## config.mk

```make
export PLATFORM = sky130hd
export DESIGN_NAME = tpu_loader
export DESIGN_NICKNAME = d
export VERILOG_FILES = /design/src/rtl/tpu_loader_pkg.sv /design/src/rtl/sync_fifo.sv /design/src/rtl/tpu_loader.sv
export SDC_FILE = /design/constraint.sdc
export NUM_CORES = 1
export LEC_CHECK = 0
export CELL_PAD_IN_SITES_DETAIL_PLACEMENT = 0
export CELL_PAD_IN_SITES_GLOBAL_PLACEMENT = 2
export CORE_UTILIZATION = 32
export DETAILED_ROUTE_END_ITERATION = 10
export MAX_ROUTING_LAYER = met4
export PLACE_DENSITY = 0.8
export SLEW_MARGIN = 20
export SYNTH_ARGS = -nofsm -noshare
export SYNTH_HDL_FRONTEND = slang
export SYNTH_HIERARCHICAL = 1
export SYNTH_SLANG_ARGS = --single-unit
export TNS_END_PERCENT = 50
```

## constraint.sdc

```tcl
create_clock -name clk -period 2.4 [get_ports clk]
set_input_delay 0.24 -clock clk [delete_from_list [all_inputs] [get_ports clk]]
set_output_delay 0.24 -clock clk [all_outputs]
set_load 0.005 [all_outputs]
```

## src/rtl/tpu_loader_pkg.sv

```systemverilog
// Shared TPU loader definitions: default geometry, FSM state type and a counter-width helper.
package tpu_loader_pkg;

    localparam int unsigned DATA_WIDTH_DEF = 8;
    localparam int unsigned MATRIX_DIM_DEF = 16;
    localparam int unsigned CONV_DIM_DEF   = 3;
    localparam int unsigned RES_DEPTH_DEF  = 4;

    typedef enum logic [2:0] {
        ST_IDLE    = 3'd0,
        ST_LOAD_K  = 3'd1,
        ST_LOAD_M  = 3'd2,
        ST_FIRE    = 3'd3,
        ST_COLLECT = 3'd4,
        ST_DRAIN   = 3'd5
    } tpu_state_e;

    // Bits needed to hold the values 0..n inclusive.
    function automatic int unsigned cnt_width(input int unsigned n);
        return (n < 2) ? 1 : $clog2(n + 1);
    endfunction

endpackage

```

## src/rtl/sync_fifo.sv

```systemverilog
// Single-clock FIFO; full+push+pop both proceed, push while full without pop is dropped.
module sync_fifo
    import tpu_loader_pkg::*;
#(
    parameter int unsigned WIDTH = 8,
    parameter int unsigned DEPTH = 4
) (
    input  logic                           clk,
    input  logic                           rst,
    input  logic                           push,
    input  logic                           pop,
    input  logic [WIDTH-1:0]               wdata,
    output logic [WIDTH-1:0]               rdata,
    output logic                           empty,
    output logic                           full,
    output logic [cnt_width(DEPTH)-1:0]    count
);

    localparam int unsigned AW = (DEPTH < 2) ? 1 : $clog2(DEPTH);
    localparam int unsigned CW = cnt_width(DEPTH);

    logic [WIDTH-1:0] mem [DEPTH];
    logic [AW-1:0]    wr_ptr;
    logic [AW-1:0]    rd_ptr;
    logic             do_push;
    logic             do_pop;

    assign empty   = (count == '0);
    assign full    = (count == CW'(DEPTH));
    assign do_pop  = pop && !empty;
    assign do_push = push && (!full || do_pop);
    assign rdata   = mem[rd_ptr];

    // Pointers wrap naturally because DEPTH is a power of two.
    always_ff @(posedge clk) begin
        if (rst) begin
            wr_ptr <= '0;
            rd_ptr <= '0;
            count  <= '0;
        end else begin
            if (do_push) wr_ptr <= wr_ptr + AW'(1);
            if (do_pop)  rd_ptr <= rd_ptr + AW'(1);
            if (do_push && !do_pop)      count <= count + CW'(1);
            else if (do_pop && !do_push) count <= count - CW'(1);
        end
    end

    always_ff @(posedge clk) begin
        if (do_push) mem[wr_ptr] <= wdata;
    end

endmodule

```

## src/rtl/tpu_loader.sv

```systemverilog
// Streams kernel and matrix bytes into the TPU, fires it, and buffers its results for downstream.
module tpu_loader
    import tpu_loader_pkg::*;
#(
    parameter int unsigned DATA_WIDTH = DATA_WIDTH_DEF,
    parameter int unsigned MATRIX_DIM = MATRIX_DIM_DEF,
    parameter int unsigned CONV_DIM   = CONV_DIM_DEF,
    parameter int unsigned RES_DEPTH  = RES_DEPTH_DEF
) (
    input  logic                  clk,
    input  logic                  rst,
    input  logic                  start,
    input  logic                  src_valid,
    output logic                  src_ready,
    input  logic [DATA_WIDTH-1:0] src_data,
    output logic                  insert_kernel,
    output logic                  insert_matrix,
    output logic [DATA_WIDTH-1:0] tpu_data,
    output logic                  tpu_ready,
    input  logic                  tpu_done,
    input  logic [DATA_WIDTH-1:0] tpu_result,
    output logic                  res_valid,
    input  logic                  res_ready,
    output logic [DATA_WIDTH-1:0] res_data,
    output logic                  busy,
    output logic                  job_done,
    output logic                  overflow
);

    localparam int unsigned K_COUNT = CONV_DIM * CONV_DIM;
    localparam int unsigned M_COUNT = MATRIX_DIM * MATRIX_DIM;
    localparam int unsigned OUT_DIM = MATRIX_DIM - CONV_DIM + 1;
    localparam int unsigned N_RES   = OUT_DIM * OUT_DIM;
    localparam int unsigned LW      = cnt_width((M_COUNT > K_COUNT) ? M_COUNT : K_COUNT);
    localparam int unsigned RW      = cnt_width(N_RES);
    localparam int unsigned CW      = cnt_width(RES_DEPTH);

    tpu_state_e    state;
    tpu_state_e    state_nxt;
    logic [LW-1:0] load_cnt;
    logic [LW-1:0] load_cnt_nxt;
    logic [RW-1:0] res_cnt;
    logic [RW-1:0] res_cnt_nxt;
    logic          start_acc;

    logic          fifo_push;
    logic          fifo_pop;
    logic          fifo_empty;
    logic          fifo_full;
    logic [CW-1:0] fifo_count;

    assign res_valid = !fifo_empty;
    assign fifo_pop  = res_valid && res_ready;
    assign busy      = (state != ST_IDLE);

    always_ff @(posedge clk) begin
        if (rst) begin
            state    <= ST_IDLE;
            load_cnt <= '0;
            res_cnt  <= '0;
        end else begin
            state    <= state_nxt;
            load_cnt <= load_cnt_nxt;
            res_cnt  <= res_cnt_nxt;
        end
    end

    // Sticky overflow, cleared when a new job is accepted.
    always_ff @(posedge clk) begin
        if (rst)                                        overflow <= 1'b0;
        else if (start_acc)                             overflow <= 1'b0;
        else if (fifo_push && fifo_full && !fifo_pop)   overflow <= 1'b1;
    end

    always_comb begin
        state_nxt     = state;
        load_cnt_nxt  = load_cnt;
        res_cnt_nxt   = res_cnt;
        start_acc     = 1'b0;
        src_ready     = 1'b0;
        insert_kernel = 1'b0;
        insert_matrix = 1'b0;
        tpu_data      = '0;
        tpu_ready     = 1'b0;
        fifo_push     = 1'b0;
        job_done      = 1'b0;

        case (state)
            ST_IDLE: begin
                if (start) begin
                    start_acc    = 1'b1;
                    load_cnt_nxt = '0;
                    res_cnt_nxt  = '0;
                    state_nxt    = ST_LOAD_K;
                end
            end
            ST_LOAD_K: begin
                src_ready = 1'b1;
                if (src_valid) begin
                    insert_kernel = 1'b1;
                    tpu_data      = src_data;
                    if (load_cnt == LW'(K_COUNT - 1)) begin
                        load_cnt_nxt = '0;
                        state_nxt    = ST_LOAD_M;
                    end else begin
                        load_cnt_nxt = load_cnt + LW'(1);
                    end
                end
            end
            ST_LOAD_M: begin
                src_ready = 1'b1;
                if (src_valid) begin
                    insert_matrix = 1'b1;
                    tpu_data      = src_data;
                    if (load_cnt == LW'(M_COUNT - 1)) begin
                        load_cnt_nxt = '0;
                        state_nxt    = ST_FIRE;
                    end else begin
                        load_cnt_nxt = load_cnt + LW'(1);
                    end
                end
            end
            ST_FIRE: begin
                tpu_ready = 1'b1;
                state_nxt = ST_COLLECT;
            end
            ST_COLLECT: begin
                // Dropped pushes still count toward the expected result total.
                if (tpu_done) begin
                    fifo_push = 1'b1;
                    if (res_cnt == RW'(N_RES - 1)) begin
                        res_cnt_nxt = '0;
                        state_nxt   = ST_DRAIN;
                    end else begin
                        res_cnt_nxt = res_cnt + RW'(1);
                    end
                end
            end
            ST_DRAIN: begin
                if (fifo_empty || (fifo_count == CW'(1) && fifo_pop)) begin
                    job_done  = 1'b1;
                    state_nxt = ST_IDLE;
                end
            end
            default: state_nxt = ST_IDLE;
        endcase
    end

    sync_fifo #(
        .WIDTH (DATA_WIDTH),
        .DEPTH (RES_DEPTH)
    ) u_res_fifo (
        .clk   (clk),
        .rst   (rst),
        .push  (fifo_push),
        .pop   (fifo_pop),
        .wdata (tpu_result),
        .rdata (res_data),
        .empty (fifo_empty),
        .full  (fifo_full),
        .count (fifo_count)
    );

endmodule
```

Word level (Yosys, flattened, before mapping). Memories as Yosys holds them, arrays and structs flattened. A register that Yosys moved wholly into a read port is not among the register bits. Cells that the tools add are included.

Bits in registers: 28. RAM bits: 32. Input port bits: 22. Output and inout bits: 24. Word-level logic and storage cells: 96. Memories kept: 1.

Add/sub/neg operators: 6. Equality and inequality tests: 18. Mux-type cells: 38. Reductions and logical operators: 26.

Memories: u_res_fifo.mem (depth 4, width 8, read ports 1, clocked after Yosys merged registers in 1, wr ports 1, line sync_fifo.sv:22) `logic [WIDTH-1:0] mem [DEPTH];`.

Operators by type and width (number): 9-bit 2-to-1 mux (5); 8-bit 2-to-1 mux (5); 3-bit 2-to-1 mux (10); 9-bit one-hot mux with 3 select lines (1); 3-bit one-hot mux with 6 select lines (1); 2-bit inequality test (second input constant) (8); 8-bit one-hot mux with 2 select lines (1); 1-bit 2-to-1 mux (13); 9-bit by 1-bit adder with 9-bit output (second input constant) (1); 3-bit equality test (second input constant) (3); 9-bit by 4-bit equality test with 1-bit output (second input constant) (1); 9-bit by 8-bit equality test with 1-bit output (second input constant) (1); 8-bit by 1-bit adder with 8-bit output (second input constant) (1); 8-bit equality test (second input constant) (1); 1-bit logical AND (8); 8-bit AND reduction (1); 3-bit by 1-bit equality test with 1-bit output (second input constant) (2); 3-bit by 2-bit equality test with 1-bit output (second input constant) (2); 3-bit logical NOT (2); 3-bit nonzero test (2); 1-bit logical NOT (5); 2-bit by 1-bit adder with 2-bit output (second input constant) (2); 2-bit 2-to-1 mux (2); 4-bit AND reduction (1); 6 further kinds (9).

Logic depth before layout (Yosys ltp). Gate-level depths: netlist (run 1).

Depth in word-level cells: 10. Mapped depth: 10. Gate-level depth less buffers: 10.

Modules after synthesis. Netlist (run 1), hierarchy kept.

Modules (own cells, without submodules): sync_fifo (instances 1, cells an instance 90, area each 1632.8 um^2, seq. area each 1141.1 um^2); tpu_loader (instances 1, cells an instance 158, area each 1396.3 um^2, seq. area each 420.4 um^2).

Worst setup path after synthesis (run 1). No wires, ideal clock.

Kind: flip-flop to flip-flop. Start: reg state[2]. End: reg u_res_fifo.count[2]. Setup time: 0.070 ns. Arrival time: 2.380 ns. Required time: 2.330 ns. Setup slack: -0.050 ns. Cell stages (with the launch flop): 11. Buffers on the path: 1. Period minus slack after synthesis: 2.450 ns. Path through: dfxtp_1 -> buf_2 -> nor3b_2 -> and2_1 -> a21boi_2 -> ha_1 -> inv_1 -> fa_1 -> xor2_1 -> or3_2 -> a21oi_1.

Word-level cells in the longest chain between the ends: 6. Elaborated cells between the ends (all ways): 8. Classes of those cells: 1 x eq/ne; 2 x mux; 5 x reduce/logical.

RTL lines: from (decl) (line tpu_loader.sv:38) `tpu_state_e state;`; from (signal assigned) (line tpu_loader.sv:62) `state <= state_nxt;`; 3-bit equality test (*) (line tpu_loader.sv:88) `case (state)`; 1-bit 2-to-1 mux (*) (line tpu_loader.sv:88); net fifo_push (line tpu_loader.sv:46) `logic fifo_push;`; 1-bit logical AND (*) (line sync_fifo.sv:31) `assign do_push = push && (!full || do_pop);`; net u_res_fifo.do_push (line sync_fifo.sv:25) `logic do_push;`; 1-bit logical NOT (line sync_fifo.sv:44) `else if (do_pop && !do_push) count <= count - CW'(1);`; 1-bit logical AND (line sync_fifo.sv:44); 2-bit nonzero test (no source line); to (signal assigned) (line sync_fifo.sv:43) `if (do_push && !do_pop) count <= count + CW'(1);`; to (signal assigned) (line sync_fifo.sv:44); to (decl) (line sync_fifo.sv:16) `output logic [cnt_width(DEPTH)-1:0] count`.

The timed path passes the listed nets; every way through them passes the cells marked *. A chain may end at the register's enable or synchronous reset.

Final worst setup path (run 1).
Start: reg state[1]. End: out tpu_data[0].

Word-level cells in the longest chain between the ends: 3. Elaborated cells between the ends (all ways): 4. Classes of those cells: 2 x eq/ne; 1 x mux; 1 x reduce/logical.

RTL lines: 3-bit by 2-bit equality test with 1-bit output or 3-bit by 1-bit equality test with 1-bit output (tied branches) (line tpu_loader.sv:88); 2-bit OR reduction (no source line) (*); 8-bit 2-to-1 mux (*); to (decl) (line tpu_loader.sv:18) `output logic [DATA_WIDTH-1:0] tpu_data,`.

Every way passes the cells marked *; elsewhere a longest branch is shown, timed or not.

==> results of run 1 <==
==> critical path, stage by stage (launching register included) <==
cell and delay (ns):
dfxtp_2 0.34, buf_4 0.18, nand2b_2 0.22, a21oi_1 0.13
buf_4 0.16, and3_1 0.16, clkdlybuf4s50_1 0.50
==> layout make-up <==
| cell class | instances | area (sq um) | area share |
|---|---|---|---|
| clock buffers | 9 | 123.9 | 0.03114 |
| repair buffers | 66 | 611.8 | 0.1538 |
| flip-flops and latches | 62 | 1565 | 0.3935 |
| multi-input cells | 163 | 1420 | 0.3570 |
| inverters | 12 | 45.04 | 0.01132 |
| clock inverters | 7 | 72.57 | 0.01824 |
| well taps | 111 | 138.9 | 0.03492 |
==> flip-flops by register name, indices dropped and copies added, names as in the netlist, named ones only <==
signal and flops:
state 3, u_res_fifo/rd_ptr 2, u_res_fifo/wr_ptr 2, overflow 1
load_cnt 9, res_cnt 8, u_res_fifo/count 3, u_res_fifo/mem 32
==> cell families (layout without fill, tap and decap cells) <==
kind of cell               count (synthesis)  count (layout)  synth area share
and+or+nand+nor                           93              93            0.1879
adders and majority gates                 11              11           0.04791
AOI/OAI and AO/OA                         28              28           0.08509
buffers and inverters                     23              94           0.03345
DFF                                       62              62            0.5155
muxes                                     14              14           0.08096
xor gates and xnor gates                  17              17           0.04915
==> layer usage <==
metal / wire, microns / GRT usage / vias to the layer above
li1: - / - / 1043
met1: 2910 / 0.1711 / 960
met2: 2923 / 0.2094 / 58
met3: 281 / 0.04568 / 4
met4: 18 / 0.03394 / 0
met5: 0 / - / -
==> how the worst min path moves through the flow <==
stage,start,endpoint,slack (ns),cells past startpoint
detailed placement,load_cnt[1],load_cnt[1],0.49,2
global placement,load_cnt[1],load_cnt[1],0.49,2
global route,load_cnt[0],load_cnt[0],0.53,2
finish,load_cnt[1],load_cnt[1],0.50,2
floorplan,start,overflow,0.34,1
CTS,load_cnt[0],load_cnt[0],0.50,2
==> through the flow <==
stage          instance area [sq um]  std cells  total power, mW  hold WS, ns  utilization
2_1_floorplan                   3044        248            2.067       0.3366            -
3_3_place_gp                    3712        411            2.547       0.4922       0.4037
3_5_place_dp                    3712        411            2.541       0.4903       0.4037
4_1_cts                         3909        427            3.469       0.5015       0.4250
5_1_grt                         3978        430            3.746       0.5292       0.4325
6_report                        3978        430            3.517       0.4957       0.4325
==> power groups by stage <==
stage / combinational, mW / clock [mW] / sequential, mW
floorplan: 0.788 / 0 / 1.28
finish: 1.35 / 0.905 / 1.26
global route: 1.49 / 0.989 / 1.27
global placement: 1.28 / 0 / 1.27
detailed placement: 1.27 / 0 / 1.27
CTS: 1.28 / 0.941 / 1.24
==> synth_stat cells, drive strengths merged, types with 2 or more instances <==
cell and count:
nor4 3, o2111a 2, nand2b 6, xor2 10
a211oi 2, dfxtp 30, xnor2 7, edfxtp 32
nand3 6, o31ai 2, buf 8, nor2b 2
clkbuf 3, mux2i 5, nor4b 3, nand4b 2
and3 9, mux4 8, nor3b 7, nor3 6
o21ai 3, ha 10, inv 12, nand4 5
and2 6, nand2 7, a21oi 8, nor2 27
==> timing repair <==
| action | 4_1_cts | 5_1_grt |
|---|---|---|
| resized for setup | 0 | 12 |
| setup endpoints to repair | 0 | 9 |
| setup buffers | 0 | 3 |
==> flow_metrics.py, run 1 <==
metrics = {
    "worst_setup_path": {
        "start_kind": "flop",
        "endpoint_kind": "primary output",
        "endpoint": "tpu_data[0]",
        "r2r_slack_ns": 0.16,
        "crit_fanout": 10,
        "worst-r2r-cell-count": 9,
        "path_class": "flop to primary output",
        "setup.worst_path.start": "state[1]",
        "required_ns": 2.16,
        "cp.arrival_ns": 2.03,
        "timing.rr.start": "state[1]",
        "r2r_end": "u_res_fifo/count[2]",
    },
    "clocking": {
        "cts_tree": "built",
        "cts.clk_slew.worst_paths_ns": 0.07,
        "insertion_delay_ns": 0.33,
        "clock_path_buffers": 2,
        "htree_levels": 3,
        "cts_buffers": 9,
        "postCtsHoldBufs": 0,
        "root_buffer": "clkbuf_8",
        "numClockSinks": 62,
    },
    "synth": {
        "netlist_area_sq_mm": 0.003029,
        "syn_nets": 281,
        "ys_seq_area_frac": 0.5155,
        "avgSynthCellArea_sq_um": 12.21,
        "synthDominantCellAreaShare": 0.3172,
        "synth_edf_count": 32,
        "synthCells": 248,
        "synth_area_leaders": "edfxtp_1 32%, dfxtp_1 20%, mux4_2 5.9%",
        "ys_types": 54,
        "yosysTopAreaCell": "edfxtp_1",
        "synthArstFlopShare": 0,
        "yosys_warnings": 6,
        "ys.flop_type": "edfxtp_1",
        "ys_ff_latch": 62,
    },
    "power": {
        "max-vdd-ir-drop_mv": 0.4044,
        "p_leak_nw": 1.398,
        "power_density_mw_per_mm2": 884.1,
        "power_switching_mw": 1.147,
        "clkPwrFrac": 0.257,
        "comb_power_share": 0.384,
        "switching_share": 0.3263,
        "seqPwrFrac": 0.358,
        "intPower_mw": 2.369,
    },
    "sta": {
        "final.setup.tns_ns": 0,
        "layout_setup_ws_ns": 0.1271,
        "finClkSkew_ns": 0.009153,
        "rsz0062_at_grt": "no",
        "drv_slew": 0,
        "max_freq_ghz": 0.4400,
        "period_minus_slack_ns": 2.273,
        "setup_viol": 0,
        "slew_headroom": 0.6077,
        "layout_worst_path_cycle_share": 0.9471,
        "hold_viol_final": 0,
        "tightest_slew_ns": 0.5867,
    },
    "route": {
        "routedWlPerCell_microns": 14.26,
        "initialDrtViolationCount": 100,
        "ant_nets": 0,
        "drt_first_pass_iters": 4,
        "drc": 0,
        "via_per_inst": 4.802,
        "wirelength_microns": 6133,
        "num_vias": 2065,
    },
    "grt": {
        "grt_pass1_wl_microns": 10010,
        "grt_max_degree": 25,
        "overflow": 0,
        "grt_usage": 0.1356,
        "grt_antenna_before_repair": 0,
        "grt_pass1_vias": 2068,
    },
    "floorplan": {
        "core_area_sq_mm": 0.009196,
        "die-area_sq_mm": 0.009860,
        "row_count": 35,
        "die_x_microns": 99.30,
        "start_util": 0.3294,
        "dieHeight_microns": 99.30,
        "io_pins": 46,
    },
    "final_layout": {
        "drive_gt1_frac": 0.2445,
        "nNetsFinal": 347,
        "antenna_cells": 0,
        "final_common_cell": "clkdlybuf4s50_1",
        "area_delta_synth_final_pct": 31.31,
        "nFillCells": 858,
        "mostFrequentLayoutCells": "45 x clkdlybuf4s50_1, 32 x edfxtp_1, 27 x nor2_1, 27 x dfxtp_1, 20 x buf_4",
    },
    "run_status": {
        "status": "complete, no violations",
    },
    "placement": {
        "place_ws_ns": -0.06941,
        "hpwl_microns": 4189,
        "gp_congestion": 0.7856,
        "numPortBuffers": 45,
    },
    "job": {
        "drv_cap": 0,
    },
    "min_path": {
        "hp-class": "flop to flop",
    },
}
Note: power is estimated with default switching activity, not from simulation.
==> run 2: changes to the inputs <==
ABC_AREA = 1   (was not set)
CORE_UTILIZATION = 30   (was 32)
PLACE_DENSITY = 0.81   (was 0.8)
clock period = 2.45 ns   (was 2.4 ns; I/O delays follow)
==> run 2 against run 1 <==
Register-to-register slack better by 0.04 ns. Sequential share of layout area fell by 0.40 points. Hold slack worse by 0.0076 ns. Clock skew shrank 0.0036 ns. Sequential power is essentially flat. First-iteration DRC count increased by 50%. Count of clock-buffer cells in the layout is the same. Via count rose by 24%. Largest power group is now sequential cells. Critical path type is now flop to flop. Critical path depth increased by 11.
==> flow_metrics.py, run 2 <==
metrics = {
    "placement": {
        "numPortBuffers": 45,
        "dp_cells": 572,
        "place_ws_ns": 0.1481,
        "hpwl_microns": 4798,
        "gp_congestion": 0.7479,
    },
    "floorplan": {
        "start_util": 0.3078,
        "die_x_microns": 104.7,
        "core_area_sq_mm": 0.01028,
        "die-area_sq_mm": 0.01096,
        "io_pins": 46,
        "dieHeight_microns": 104.7,
        "row_count": 37,
    },
    "synth": {
        "ys_ff_latch": 62,
        "avgSynthCellArea_sq_um": 8.216,
        "ys_seq_area_frac": 0.4937,
        "ys.flop_type": "edfxtp_1",
        "synth_edf_count": 32,
        "ys_top_cells_by_count": "72 x nand2_1, 69 x nor2_1, 54 x inv_1, 32 x edfxtp_1, 30 x dfxtp_1",
        "netlist_area_sq_mm": 0.003163,
        "synthArstFlopShare": 0,
        "synthCells": 385,
        "yosysTopAreaCell": "edfxtp_1",
        "synth.most_common_cell": "nand2_1",
        "syn_nets": 418,
        "synth_area_leaders": "edfxtp_1 30%, dfxtp_1 19%, nand2_1 8.5%",
        "yosys_warnings": 6,
        "synthDominantCellAreaShare": 0.3038,
        "ys_types": 29,
    },
    "final_layout": {
        "nFillCells": 1085,
        "final_common_cell": "nand2_1",
        "mostFrequentLayoutCells": "72 x nand2_1, 69 x nor2_1, 54 x inv_1",
        "instances_no_fill": 588,
        "multi_input_area_sq_mm": 0.001323,
        "top_regs": "u_res_fifo/mem (32), load_cnt (9), res_cnt (8)",
        "regMostFlops": "u_res_fifo/mem",
        "area_delta_synth_final_pct": 26.74,
        "nNetsFinal": 480,
        "drive_gt1_frac": 0.1106,
        "largest_reg_flops": 32,
        "antenna_cells": 0,
        "regArea_sq_mm": 0.001562,
    },
    "power": {
        "power_switching_mw": 1.173,
        "intPower_mw": 2.124,
        "seqPwrFrac": 0.386,
        "clkPwrFrac": 0.272,
        "comb_power_share": 0.342,
        "p_leak_nw": 1.583,
        "max-vdd-ir-drop_mv": 0.4707,
        "switching_share": 0.3559,
        "power_density_mw_per_mm2": 822.5,
        "power_mw": 3.297,
    },
    "min_path": {
        "hp-start": "res_cnt[7]",
        "hp-class": "flop to flop",
    },
    "worst_setup_path": {
        "cp_slowest_cell": "dfxtp_1",
        "cpMostUsedCell": "inv_1",
        "setup.worst_path.start": "u_res_fifo/count[0]",
        "start_kind": "flop",
        "path_cells": "nor2_2 -> nand2_2 -> inv_1 -> nor2_1 -> inv_1 -> nand3_2 -> nand2_1 -> inv_1 -> ha_1 -> inv_1 -> fa_1 -> inv_1 -> nand2_1 -> nand3_1 -> nand2_1 -> nand2_1 -> nor2_1",
        "cp.arrival_ns": 2.49,
        "slowest_delay_ns": 0.46,
        "endpoint_kind": "flop",
        "path_class": "flop to flop",
        "required_ns": 2.69,
        "crit_fanout": 5,
        "timing.rr.start": "u_res_fifo/count[0]",
    },
    "sta": {
        "period_minus_slack_ns": 2.246,
        "setup_viol": 0,
        "rsz0062_at_grt": "no",
        "max_freq_ghz": 0.4453,
        "final.setup.tns_ns": 0,
        "layout_setup_ws_ns": 0.2043,
        "layout_worst_path_cycle_share": 0.9166,
        "drv_slew": 0,
        "slew_headroom": 0.7411,
        "finClkSkew_ns": 0.005520,
        "hold_ws_ns": 0.4881,
        "hold_viol_final": 0,
        "tightest_slew_ns": 0.3879,
    },
    "route": {
        "via_per_inst": 4.369,
        "wirelength_microns": 6742,
        "drc": 0,
        "initialDrtViolationCount": 150,
        "ant_nets": 0,
        "routedWlPerCell_microns": 11.47,
        "num_vias": 2569,
        "drt_first_pass_iters": 4,
    },
    "grt": {
        "grt_max_degree": 17,
        "grt_pass1_vias": 2513,
        "grt_pass1_wl_microns": 11700,
        "overflow": 0,
        "grt_antenna_before_repair": 0,
        "grt_usage": 0.1401,
    },
    "run_status": {
        "status": "complete, no violations",
    },
    "job": {
        "drv_cap": 0,
    },
    "clocking": {
        "cts_buffers": 9,
        "post_cts_buffers": 0,
        "htree_levels": 3,
        "numClockSinks": 62,
        "cts.clk_slew.worst_paths_ns": 0.07,
        "ctsResizeCount": 0,
        "postCtsHoldBufs": 0,
        "cts_tree": "built",
        "clock_path_buffers": 2,
        "root_buffer": "clkbuf_8",
        "insertion_delay_ns": 0.34,
    },
}
-- run 2: layout make-up --
type | instances | share of cell area
Clock buffer | 9 | 0.03090
Clock inverter | 7 | 0.01810
Inverter | 58 | 0.05431
Multi-Input combinational cell | 259 | 0.3299
Sequential cell | 62 | 0.3895
Tap cell | 136 | 0.04245
Timing Repair Buffer | 57 | 0.1348
-- run 2: path summary, 6_finish.rpt --
path                              end  slack, ns  depth (start not counted)
hold reg to reg            res_cnt[7]       0.49                          2
hold / removal             res_cnt[7]       0.49                          2
setup reg to reg  u_res_fifo/count[2]       0.20                         17
setup / recovery  u_res_fifo/count[2]       0.20                         17
-- run 2: cell families after synthesis --
kind of cell,share of synthesized area
XOR/XNOR,0.008308
buffers and inverters,0.08821
flip-flops,0.4937
AND/OR/NAND/NOR,0.2595
adder cells (fa/ha/maj),0.04589
AO/OA/AOI/OAI,0.1044
-- run 2: power by group through the flow --
stage,combinational [mW],clock [mW],sequential [mW]
after floorplan,0.772,0,1.26
after global placement,1.13,0,1.29
after detailed placement,1.13,0,1.30
after CTS,1.14,0.935,1.27
after global routing,1.28,0.986,1.29
final,1.13,0.898,1.27
-- run 2: worst max-delay path, delay by kind of cell, from the launching register on --
family,cells,cell delay (ns)
adders and majority gates,2,0.54
DFF,1,0.46
buffers and inverters,5,0.34
and+or+nand+nor,10,0.80
-- run 2: metal layers --
layer,vias up,global-route usage,share of wire
li1,1372,-,-
met1,1128,0.1802,0.52
met2,61,0.2143,0.43
met3,8,0.03182,0.045
met4,0,0.05433,0.0095
met5,-,-,0
-- run 2: per-stage QoR --
step,util,area (sq um)
final,0.3901,4009
after CTS,0.3901,4009
after global placement,0.3710,3812
after global routing,0.3901,4009
after floorplan,-,3163
after detailed placement,0.3710,3812
==> run 3: changes to the inputs <==
CTS_BUF_LIST = sky130_fd_sc_hd__clkbuf_4 sky130_fd_sc_hd__clkbuf_8   (was not set)
==> results of run 3 <==
No change in the layout: final DEF, timing and power equal those of run 2.
==> RTL edit 1 (settings of run 2) <==
Put one more register stage on the output `overflow`, without a reset. The value now appears one clock later. The other outputs are not delayed to match.
--- a/src/rtl/tpu_loader.sv
+++ b/src/rtl/tpu_loader.sv
@@ -35,6 +35,8 @@
     localparam int unsigned RW      = cnt_width(N_RES);
     localparam int unsigned CW      = cnt_width(RES_DEPTH);
 
+    logic overflow_s0;
+
     tpu_state_e    state;
     tpu_state_e    state_nxt;
     logic [LW-1:0] load_cnt;
@@ -67,9 +69,9 @@
 
     // Sticky overflow, cleared when a new job is accepted.
     always_ff @(posedge clk) begin
-        if (rst)                                        overflow <= 1'b0;
-        else if (start_acc)                             overflow <= 1'b0;
-        else if (fifo_push && fifo_full && !fifo_pop)   overflow <= 1'b1;
+        if (rst)                                        overflow_s0 <= 1'b0;
+        else if (start_acc)                             overflow_s0 <= 1'b0;
+        else if (fifo_push && fifo_full && !fifo_pop)   overflow_s0 <= 1'b1;
     end
 
     always_comb begin
@@ -161,4 +163,8 @@
         .count (fifo_count)
     );
 
+    always_ff @(posedge clk) begin
+        overflow <= overflow_s0;
+    end
+
 endmodule
Behaviour: same outputs for any inputs over 10 cycles, from zero or initial values and one cycle with rst high; that may be too few to reach the edited logic, so the function may still have changed.
==> RTL edit 1 against run 2 <==
Clock power is 17% higher; wire length is 1.2% higher; design area is 2.6% higher; first-iteration DRC count is 43% lower; sequential cell count is 1 higher; total power is 6.1% higher; clock skew is 0.0056 ns higher; worst setup slack better by 0.0030 ns; area after synthesis is 2.2% higher; via count is 0.93% higher.
==> RTL edit 1: results (changes against run 2) <==
- Fin cells: 581 (-1.2%)
- Leak: 1.58 nW (about the same)
- Met3 Routed Length: 203 um (-34%)
- Post-synthesis sequential area ratio: 48.9% (-0.45 points)
- Reg2Reg Setup Slack: 0.28 ns (+0.08 ns)
- Worst-path fanout max: 9 (+4)
- Post-Route M1 WL: 3.09 mm (-11%)
- Routed wire length: 6.82 mm (+1.2%)
- Vias in the first global route: 2,478 (-1.4%)
- DP Wirelength: 4.96 mm (+3.3%)
- Slew @ Worst Pin: 0.410 ns (+0.0225 ns)
- Gpl congestion: 0.720 (-3.8%)
- Final nets: 473 (-1.5%)
- WL met2: 3.44 mm (+19%)
- Synth Net Count: 412 (-1.4%)
- Gr usage total: 13.6% (-0.45 points)
- Share of layout cells above drive strength 1: 15.1% (+4.0 points)
- Diode count: 0 (unchanged)
- Crit-path slowest cell: clkdlybuf4s50_1
- Top sig layer: met4
- First-pass iteration count of the detailed router: 7 (+3)
- WHS Path Cells: 0 (-2)
- Post-Route Skew: 0.0111 ns (+0.00557 ns)
- Crit-path max cell delay: 0.51 ns (+0.05 ns)
- Synth cell count leaders: 74 x nor2_1, 62 x nand2_1, 49 x inv_1
- Dpl cells: 565 (-1.2%)
- P_sw: 1.24 mW (+5.7%)
- First-pass GRT wire length: 11.5 mm (-1.6%)
- Crit path arrival time: 2.00 ns (-0.49 ns)
- Vias: 2,593 (+0.93%)
- Status: completed
- Dominant cells by area after synthesis: edfxtp_1 30%, dfxtp_1 19%, nor2_1 8.6%, nand2_1 7.2%, inv_1 5.7%
- Post-synthesis average cell area: 8.53 um2 (+3.8%)
- Reg2Reg Depth: 17 (unchanged)
## RTL edit 1: per-layer routing
| metal | GRT usage, % | vias to the layer above |
|---|---|---|
| li1 | - | 1350 |
| met1 | 14.7 | 1205 |
| met2 | 23.9 | 30 |
| met3 | 3.28 | 8 |
| met4 | 5.06 | 0 |
| met5 | - | - |
## RTL edit 1: cells by family (layout without fill, tap and decap cells)
group | count (synthesis) | in the layout | share of synthesized area (%)
xor gates and xnor gates | 3 | 3 | 0.813
buffers and inverters | 60 | 126 | 8.09
adders and majority gates | 11 | 11 | 4.49
DFF | 63 | 63 | 48.9
AOI/OAI and AO/OA | 52 | 52 | 9.71
and+or+nand+nor | 190 | 190 | 28.0
## RTL edit 1: cell type report
class,instances,area [um2]
fillers,1078,6260
flip-flops and latches,63,1580
clock inverters,7,103
repair buffers,56,533
well taps,136,170
clock buffers,9,124
multi-input cells,256,1390
inverters,54,208
## RTL edit 1: worst paths after layout
path	startpoint	end
max reg2reg	u_res_fifo/count[2]$_SDFFE_PP0P_	u_res_fifo/count[2]$_SDFFE_PP0P_
max	state[0]$_SDFFE_PP0P_	tpu_data[3]
min	overflow_s0$_SDFFE_PP0P_	overflow$_DFF_P_
min reg2reg	overflow_s0$_SDFFE_PP0P_	overflow$_DFF_P_
## RTL edit 1: power by group through the flow
stage	logic, mW	clock network (mW)	registers [mW]
final	1.17	1.05	1.28
after global routing	1.32	1.12	1.29
after CTS	1.19	1.08	1.28
after detailed placement	1.18	0	1.30
after global placement	1.18	0	1.30
after floorplan	0.829	0	1.26
## RTL edit 1: critical path: cells and delay by family, from the launching register on
family / cells / cell delay, ns
and+or+nand+nor: 4 / 0.51
DFF: 1 / 0.49
buffers and inverters: 3 / 0.67
## RTL edit 1: through the flow
step	worst slack [ns]	hold slack (ns)
after floorplan	0.252	0.314
after global placement	0.168	0.352
after detailed placement	0.128	0.358
after CTS	0.159	0.369
after global routing	0.0222	0.373
final	0.207	0.368
==> RTL edit 2 (flow settings as in run 2) <==
Made on the original files. `RES_DEPTH_DEF`: 4 -> 2.
--- a/src/rtl/tpu_loader_pkg.sv
+++ b/src/rtl/tpu_loader_pkg.sv
@@ -4,7 +4,7 @@
     localparam int unsigned DATA_WIDTH_DEF = 8;
     localparam int unsigned MATRIX_DIM_DEF = 16;
     localparam int unsigned CONV_DIM_DEF   = 3;
-    localparam int unsigned RES_DEPTH_DEF  = 4;
+    localparam int unsigned RES_DEPTH_DEF  = 2;
 
     typedef enum logic [2:0] {
         ST_IDLE    = 3'd0,
Function: same outputs for any inputs over 10 cycles, from zero or initial values and one cycle with rst high; that may be too few to reach the edited logic, so the function may still have changed.
==> RTL edit 2 against run 2 <==
Largest cell class is now multi-input gates; total power decreased by 32%; hold slack better by 0.0031 ns; area after synthesis decreased by 28%; first-iteration DRC count is 43% lower; wire length down 29%; synthesized cell count decreased by 23%; worst setup slack better by 0.11 ns; design area is 26% lower; sequential cell count fell by 20; critical path type is now register to output port.
==> RTL edit 2: results (changes against run 2) <==
- Routed len/inst: 10.6 um (-7.4%)
- VDD IR max: 0.334 mV (-29%)
- Vias in the first global route: 1,733 (-31%)
- Status: completed
- DP Wirelength: 3.62 mm (-25%)
- H-Tree Depth: 2 (-1)
- Gpl congestion: 0.756 (+1.1%)
- Leak: 1.18 nW (-26%)
- First-pass GRT wire length: 7.78 mm (-33%)
- Share of layout cells above drive strength 1: 15.1% (+4.1 points)
- Worst-path fanout max: 9 (+4)
- Crit path arrival time: 1.89 ns (-0.60 ns)
- Fillers: 751 (-31%)
- Post-synthesis sequential area ratio: 43.7% (-5.7 points)
- Vias: 1,922 (-25%)
- Clk slew on worst S/H paths: 0.09 ns (+0.02 ns)
- P_sw: 0.859 mW (-27%)
- Netlist cell types: 28 (-3.4%)
- Fin cells: 449 (-24%)
- Biggest regs: u_res_fifo/mem (16), load_cnt (9), res_cnt (8)
- Top cell family by delay on the critical path: buffers and inverters
- Dominant cells by area after synthesis: dfxtp_1 23%, edfxtp_1 21%, nand2_1 10%, nor2_1 8.7%, inv_1 6.1%
- Synth Net Count: 326 (-22%)
- Headroom to the max-slew limit: 72.9% (-1.2 points)
- Gr usage total: 13.2% (-0.85 points)
- Dpl cells: 441 (-23%)
RTL edit 2: final cells by class:
cell class / instances / share of cell area [%]
clock buffers: 5 / 2.33
repair buffers: 49 / 16.3
clock inverters: 3 / 0.975
inverters: 43 / 5.47
multi-input cells: 208 / 36.9
flip-flops and latches: 42 / 33.9
well taps: 99 / 4.19
RTL edit 2: worst register-to-register path, delay by kind of cell, from the launching register on:
kind,cells,cell delay [ns]
compound gates,1,0.17
flops,1,0.38
fa+ha+maj,2,0.31
buf+inv,2,0.15
simple gates,8,0.80
RTL edit 2: kinds of logic (layout without fill, tap and decap cells):
kind of cell,count (synthesis),in the layout,synth area share (%)
compound gates,24,24,5.74
xor+xnor,3,3,1.15
fa+ha+maj,6,6,3.28
buf+inv,48,100,8.79
flops,42,42,43.7
mux,8,8,3.93
simple gates,167,167,33.4
RTL edit 2: power by group through the flow:
stage	clock network, mW	registers, mW	logic, mW
2_1_floorplan	0	0.841	0.632
4_1_cts	0.506	0.862	0.905
6_report	0.484	0.863	0.890
3_5_place_dp	0	0.879	0.899
5_1_grt	0.540	0.877	1.01
3_3_place_gp	0	0.879	0.908
RTL edit 2: metal layers:
metal	share of wire (%)	GRT usage, %
met5	0	-
met4	0.86	5.19
met3	5.0	3.23
met2	44	20.7
met1	51	16.3
RTL edit 2: worst paths after layout:
kind | start | end | slack, ns
max | state[0]$_SDFFE_PP0P_ | tpu_data[1] | 0.31
min reg2reg | overflow$_SDFFE_PP0P_ | overflow$_SDFFE_PP0P_ | 0.49
min | overflow$_SDFFE_PP0P_ | overflow$_SDFFE_PP0P_ | 0.49
max reg2reg | load_cnt[1]$_SDFFE_PP0P_ | load_cnt[6]$_SDFFE_PP0P_ | 0.53
RTL edit 2: stage by stage:
stage,hold slack (ns),power [mW],util (%),setup slack (ns),instance area (um2)
after global placement,0.476,1.79,38.9,0.447,2860
final,0.491,2.24,40.3,0.313,2950
after global routing,0.519,2.43,40.3,0.116,2950
after floorplan,0.314,1.47,-,0.703,2290
after detailed placement,0.475,1.78,38.9,0.433,2860
after CTS,0.497,2.27,40.3,0.276,2950
